**src/rtl/mux2_feeder_pkg.sv**
```systemverilog
// Shared types for the 2:1 round-robin mux feeder (mux2_rr_feeder, chan_fifo).
// Optional feature macro: MUX2_FEEDER_STALL_CNT_EN (adds the stall_cnt port on the top).
package mux2_feeder_pkg;

    localparam int unsigned WIDTH_DEF = 4;
    localparam int unsigned DEPTH_DEF = 4;
    localparam int unsigned PTR_W     = $clog2(DEPTH_DEF);
    localparam int unsigned STALL_W   = 16;

    typedef enum logic {CH0 = 1'b0, CH1 = 1'b1} chan_t;

    // Round-robin pick: alternate on a tie, otherwise take the only non-empty channel.
    function automatic chan_t rr_pick(input logic ne0, input logic ne1, input chan_t last);
        if (ne0 && ne1) begin
            return (last == CH0) ? CH1 : CH0;
        end else if (ne0) begin
            return CH0;
        end
        return CH1;
    endfunction

endpackage

```
**src/rtl/chan_fifo.sv**
```systemverilog
// Per-channel FIFO with count-based full/empty; head is always visible on rdata.
module chan_fifo #(
    parameter int unsigned WIDTH = 4,
    parameter int unsigned DEPTH = 4
) (
    input  logic             clk,
    input  logic             reset,
    input  logic             push,
    input  logic             pop,
    input  logic [WIDTH-1:0] wdata,
    output logic [WIDTH-1:0] rdata,
    output logic             full,
    output logic             empty
);

    localparam int unsigned AW = (DEPTH > 1) ? $clog2(DEPTH) : 1;
    localparam int unsigned CW = AW + 1;

    logic [WIDTH-1:0] mem_q [DEPTH];
    logic [AW-1:0]    wr_ptr_q, wr_ptr_d;
    logic [AW-1:0]    rd_ptr_q, rd_ptr_d;
    logic [CW-1:0]    cnt_q, cnt_d;

    // Pointers wrap naturally because DEPTH is a power of two.
    always_comb begin
        wr_ptr_d = wr_ptr_q;
        rd_ptr_d = rd_ptr_q;
        cnt_d    = cnt_q;
        if (push) wr_ptr_d = wr_ptr_q + AW'(1);
        if (pop)  rd_ptr_d = rd_ptr_q + AW'(1);
        case ({push, pop})
            2'b10:   cnt_d = cnt_q + CW'(1);
            2'b01:   cnt_d = cnt_q - CW'(1);
            default: cnt_d = cnt_q;
        endcase
    end

    always_ff @(posedge clk or posedge reset) begin
        if (reset) begin
            wr_ptr_q <= '0;
            rd_ptr_q <= '0;
            cnt_q    <= '0;
        end else begin
            wr_ptr_q <= wr_ptr_d;
            rd_ptr_q <= rd_ptr_d;
            cnt_q    <= cnt_d;
        end
    end

    always_ff @(posedge clk) begin
        if (push) mem_q[wr_ptr_q] <= wdata;
    end

    assign rdata = mem_q[rd_ptr_q];
    assign full  = (cnt_q == CW'(DEPTH));
    assign empty = (cnt_q == '0);

endmodule

```
**src/rtl/mux2_rr_feeder.sv**
```systemverilog
// Two buffered valid/ready inputs, round-robin arbitrated into registered d0/d1/s.
// Optional: MUX2_FEEDER_STALL_CNT_EN adds a saturating stall_cnt output.
module mux2_rr_feeder
    import mux2_feeder_pkg::*;
#(
    parameter int unsigned WIDTH = 4,
    parameter int unsigned DEPTH = 4
) (
    input  logic             clk,
    input  logic             reset,
    input  logic             in0_valid,
    output logic             in0_ready,
    input  logic [WIDTH-1:0] in0_data,
    input  logic             in1_valid,
    output logic             in1_ready,
    input  logic [WIDTH-1:0] in1_data,
    output logic [WIDTH-1:0] d0,
    output logic [WIDTH-1:0] d1,
    output logic             s,
    output logic             y_valid,
    input  logic             y_ready
`ifdef MUX2_FEEDER_STALL_CNT_EN
    ,
    output logic [STALL_W-1:0] stall_cnt
`endif
);

    logic             full0, full1, empty0, empty1;
    logic             push0, push1, pop0, pop1;
    logic [WIDTH-1:0] head0, head1;
    logic             load;
    chan_t            grant;

    logic [WIDTH-1:0] d0_q, d0_d, d1_q, d1_d;
    chan_t            s_q, s_d, last_q, last_d;
    logic             y_valid_q, y_valid_d;

    assign in0_ready = !full0;
    assign in1_ready = !full1;
    assign push0     = in0_valid && !full0;
    assign push1     = in1_valid && !full1;

    chan_fifo #(.WIDTH(WIDTH), .DEPTH(DEPTH)) u_fifo0 (
        .clk(clk), .reset(reset), .push(push0), .pop(pop0),
        .wdata(in0_data), .rdata(head0), .full(full0), .empty(empty0)
    );

    chan_fifo #(.WIDTH(WIDTH), .DEPTH(DEPTH)) u_fifo1 (
        .clk(clk), .reset(reset), .push(push1), .pop(pop1),
        .wdata(in1_data), .rdata(head1), .full(full1), .empty(empty1)
    );

    // Arbitration and output-stage next state; only the granted dN is rewritten.
    always_comb begin
        d0_d      = d0_q;
        d1_d      = d1_q;
        s_d       = s_q;
        last_d    = last_q;
        y_valid_d = y_valid_q;
        load      = (!y_valid_q || y_ready) && (!empty0 || !empty1);
        grant     = rr_pick(!empty0, !empty1, last_q);
        pop0      = load && (grant == CH0);
        pop1      = load && (grant == CH1);
        if (load) begin
            if (grant == CH0) d0_d = head0;
            else              d1_d = head1;
            s_d       = grant;
            last_d    = grant;
            y_valid_d = 1'b1;
        end else if (y_ready) begin
            y_valid_d = 1'b0;
        end
    end

    always_ff @(posedge clk or posedge reset) begin
        if (reset) begin
            d0_q      <= '0;
            d1_q      <= '0;
            s_q       <= CH0;
            last_q    <= CH1;
            y_valid_q <= 1'b0;
        end else begin
            d0_q      <= d0_d;
            d1_q      <= d1_d;
            s_q       <= s_d;
            last_q    <= last_d;
            y_valid_q <= y_valid_d;
        end
    end

    assign d0      = d0_q;
    assign d1      = d1_q;
    assign s       = s_q;
    assign y_valid = y_valid_q;

`ifdef MUX2_FEEDER_STALL_CNT_EN
    logic [STALL_W-1:0] stall_q, stall_d;

    always_comb begin
        stall_d = stall_q;
        if (y_valid_q && !y_ready && (stall_q != {STALL_W{1'b1}}))
            stall_d = stall_q + STALL_W'(1);
    end

    always_ff @(posedge clk or posedge reset) begin
        if (reset) stall_q <= '0;
        else       stall_q <= stall_d;
    end

    assign stall_cnt = stall_q;
`endif

endmodule

```
**config.mk**
```make
export PLATFORM = sky130hd
export DESIGN_NAME = mux2_rr_feeder
export DESIGN_NICKNAME = d
export VERILOG_FILES = /design/src/rtl/mux2_feeder_pkg.sv /design/src/rtl/chan_fifo.sv /design/src/rtl/mux2_rr_feeder.sv
export SDC_FILE = /design/constraint.sdc
export NUM_CORES = 1
export LEC_CHECK = 0
export BUFFER_PORTS_ARGS = -buffer_cell sky130_fd_sc_hd__buf_4
export CAP_MARGIN = 40
export CORE_MARGIN = 3
export CORE_UTILIZATION = 40
export DETAILED_ROUTE_END_ITERATION = 16
export PLACE_DENSITY = 0.58
export SLEW_MARGIN = 20
export SYNTH_ARGS = -nofsm -noshare
export SYNTH_HDL_FRONTEND = slang
export SYNTH_SLANG_ARGS = --single-unit
```
**constraint.sdc**
```tcl
create_clock -name clk -period 2.1 [get_ports clk]
set_input_delay 0.105 -clock clk [delete_from_list [all_inputs] [get_ports clk]]
set_output_delay 0.105 -clock clk [all_outputs]
set_load 0.01 [all_outputs]
```
==> results by group <==
Yosys
  • Syn_area_per_cell: 16.5 µm²
  • Post-Syn Instances: 149
  • Syn Nets: 174
  • Post-synth top area cell: edfxtp_1
  • Mapped Area: 2450 µm²
  • Synth Register Bits: 57
  • Largest cells by area after synthesis: edfxtp_1 (39%), dfrtp_1 (24%), mux4_2 (7.3%)
  • Sequential area share after synthesis: 64.7%
  • Post-synth cell types: 34
  • Yosys warning count: 0
  • Top cell type's share of synthesized area: 39.2%

Status
  • Outcome: completed

Timing
  • Hold Fails Final Rpt: 0
  • Final period util: 99.4%
  • PnR worst setup slack: 0.0135 ns
  • Maximum clock frequency: 479 MHz
  • Worst-margin pin slew: 0.353 ns
  • Final setup viols: 0
  • Slew Viols, Final: 0
  • Setup Skew: 0.00408 ns
  • Slew Limit Headroom: 76.5%
  • Setup repair after global routing missed its margin: true
  • Min Clock Period, post-route: 2.09 ns

Power and ir drop
  • Sw power: 0.00143 W
  • Max IR drop VDD: 0.746 mV
  • Clock share of power: 23.0%
  • Lkg Pwr: 1.33 nW
  • Tot Pwr: 0.00469 W
  • Internal power: 0.00326 W
  • Sw Share: 30.6%
  • P per Cell Area: 1470 nW/µm²
  • Flop pwr share: 40.0%
  • Comb pwr share: 37.0%

Setup path
  • CP max FO: 3
  • Critical Path Start: u_fifo0.cnt_q[2]
  • Critical path startpoint category: flip-flop
  • WS Path Type: reg -> reg
  • Crit. End Element: flip-flop
  • Worst r2r src: u_fifo0.cnt_q[2]
  • CP arrival: 2.34 ns
  • WP data required: 2.35 ns

Die
  • CORE AREA: 5710 µm²
  • Die Height: 84.3 µm
  • # IOs: 25
  • Horiz. Die Dim: 84.3 µm
  • Initial core utilization: 43.0%
  • Die ar.: 7110 µm²
  • Cell Rows: 27

Routing
  • Via count: 1383
  • Routed wire length: 4.31 mm
  • Post-route antenna net violation count: 0
  • Pre-Repair DR Iteration Count: 4
  • Vias/cell: 4.89
  • WL/cell: 15.2 µm
  • Initial DRC Count: 46
  • Drt drc: 0

Finish
  • Final #Nets: 231
  • ANT cells: 0
  • P&R area growth vs syn: 30.1%
  • Share of layout cells above drive strength 1: 45.5%

Clocking
  • # H-tree levels: 3
  • Clk root buf: clkbuf_8
  • CTS sink count: 57
  • Clock Tree Buf Depth: 2
  • Clock Pin Slew Worst Setup and Hold Paths: 0.06 ns
  • CTS tree: built
  • CTS Buf Count: 9
  • Worst-skew pair later-pin latency: 0.33 ns

Flow run
  • Max Cap Viol: 0

Global routing
  • Antenna violations before repair: 0
  • Pin count of the biggest net entering global routing: 26
  • GR Util met3: 5.10%
  • Gr busiest metal: met2
  • Global-route wire length before repair: 7.15 mm
  • Met2 usage: 21.1%
  • Met1 Usage GRT: 16.0%
  • GR Util All Layers: 13.3%
  • Gr ovfl total: 0
  • Vias in the first global route: 1469

Placed design
  • HPWL Detailed: 2.97 mm
  • Pre-CTS setup slack: -0.0419 ns
  • Gpl congestion: 0.827
  • Port Buffers: 24

Hold path
  • Hold Crit Class: in -> reg
  • Min-delay src: y_ready
## state kept, by name, summed over array words and instances (netlist names)
name,flops
u_fifo0.mem_q,16
u_fifo1.rd_ptr_q,2
u_fifo0.rd_ptr_q,2
d0,4
u_fifo1.mem_q,16
u_fifo1.wr_ptr_q,2
u_fifo0.cnt_q,3
y_valid,1
s,1
last_q,1
d1,4
u_fifo1.cnt_q,3
u_fifo0.wr_ptr_q,2
## layout by cell type, fill, tap and decap left out, drive strengths merged, types with 8 or more instances in the layout
cell and instances:
mux4 8, mux2 10, buf 41, dfrtp 24
edfxtp 32, inv 15, clkbuf 10, and3 8
dlygate4sd3 9, ha 10, xnor2 8
## layout make-up
type                    instances  area [µm²]
flip-flops and latches         57        1590
repair buffers                 50         398
well taps                      72        90.1
clock inverters                 6        82.6
clock buffers                  10         128
inverters                      15        58.8
multi-input cells              73         846
fillers                       471        2520
## worst max-delay path, cell delays in order (launching register included)
cell     delay [ns]
dfrtp_1        0.40
buf_4          0.15
o31ai_4        0.23
buf_4          0.15
nand3_2        0.09
inv_2          0.09
ha_4           0.12
inv_1          0.04
fa_2           0.32
xor2_1         0.14
nor2_1         0.13
xor2_1         0.15
## cells by family (layout without fill, tap and decap cells)
family	after synthesis	after routing	synth area share, %
AOI/OAI and AO/OA	6	6	2.09
xor gates and xnor gates	12	12	4.29
adders and majority gates	12	12	6.73
buffers and inverters	19	81	3.06
DFF	57	57	64.7
muxes	20	20	12.9
and+or+nand+nor	23	23	6.17
## routing by layer
layer  part of all wire [%]  vias to the layer above  wire length, µm
met4                    2.1                        0               91
li1                       -                      645                -
met3                    5.1                       10              218
met1                     43                      698             1850
met5                      0                        -                0
met2                     50                       30             2150
## synthesized netlist by cell type (all sizes together)
master and count:
and2 1, o31ai 1, mux4 8, and3 8
xnor2 8, xor2 4, inv 15, nand4 1
dfstp 1, or3b 2, ha 10, mux2 10
buf 2, nand2 3, o21ai 1, o2111ai 1
a21bo 1, dfrtp 24, edfxtp 32, or3 2
a21boi 1, fa 2, nor2 3, clkbuf 2
nor3 1, nand2b 1, o211ai 1, nand3 1
mux2i 2
## power groups by stage
stage / Clock [W] / Combinational (W) / Sequential (W)
2_1_floorplan: 0 / 0.00105 / 0.00183
4_1_cts: 0.00110 / 0.00161 / 0.00188
5_1_grt: 0.00117 / 0.00192 / 0.00194
3_3_place_gp: 0 / 0.00147 / 0.00188
3_5_place_dp: 0 / 0.00154 / 0.00191
6_report: 0.00108 / 0.00173 / 0.00188
## metrics by stage
| stage | util (%) | hold slack [ns] | std cells | setup TNS (ns) | instance area, µm² |
|---|---|---|---|---|---|
| floorplan | - | 0.132 | 149 | 0 | 2450 |
| global placement | 48.8 | 0.181 | 252 | 0 | 2790 |
| detailed placement | 48.8 | 0.200 | 252 | -0.0419 | 2790 |
| CTS | 54.4 | 0.179 | 279 | -0.0658 | 3110 |
| global route | 55.9 | 0.253 | 283 | -0.180 | 3190 |
| finish | 55.9 | 0.232 | 283 | 0 | 3190 |
## worst paths after layout
kind	to	slack, ns	cells after the start
max	u_fifo1.cnt_q[2]	0.01	11
min	y_valid	0.23	3
max reg2reg	u_fifo1.cnt_q[2]	0.01	11
min reg2reg	d0[2]	0.51	1
max in group asynchronous	last_q	1.40	4
min in group asynchronous	d1[3]	0.39	4
## what timing repair did
action	4_1_cts	5_1_grt
buffers inserted	2	4
hold buffers	9	0
setup endpoints to repair	1	4
pin swaps	4	8
resized for setup	2	13
hold endpoints to repair	56	0
(Power assumes the default switching activity.)
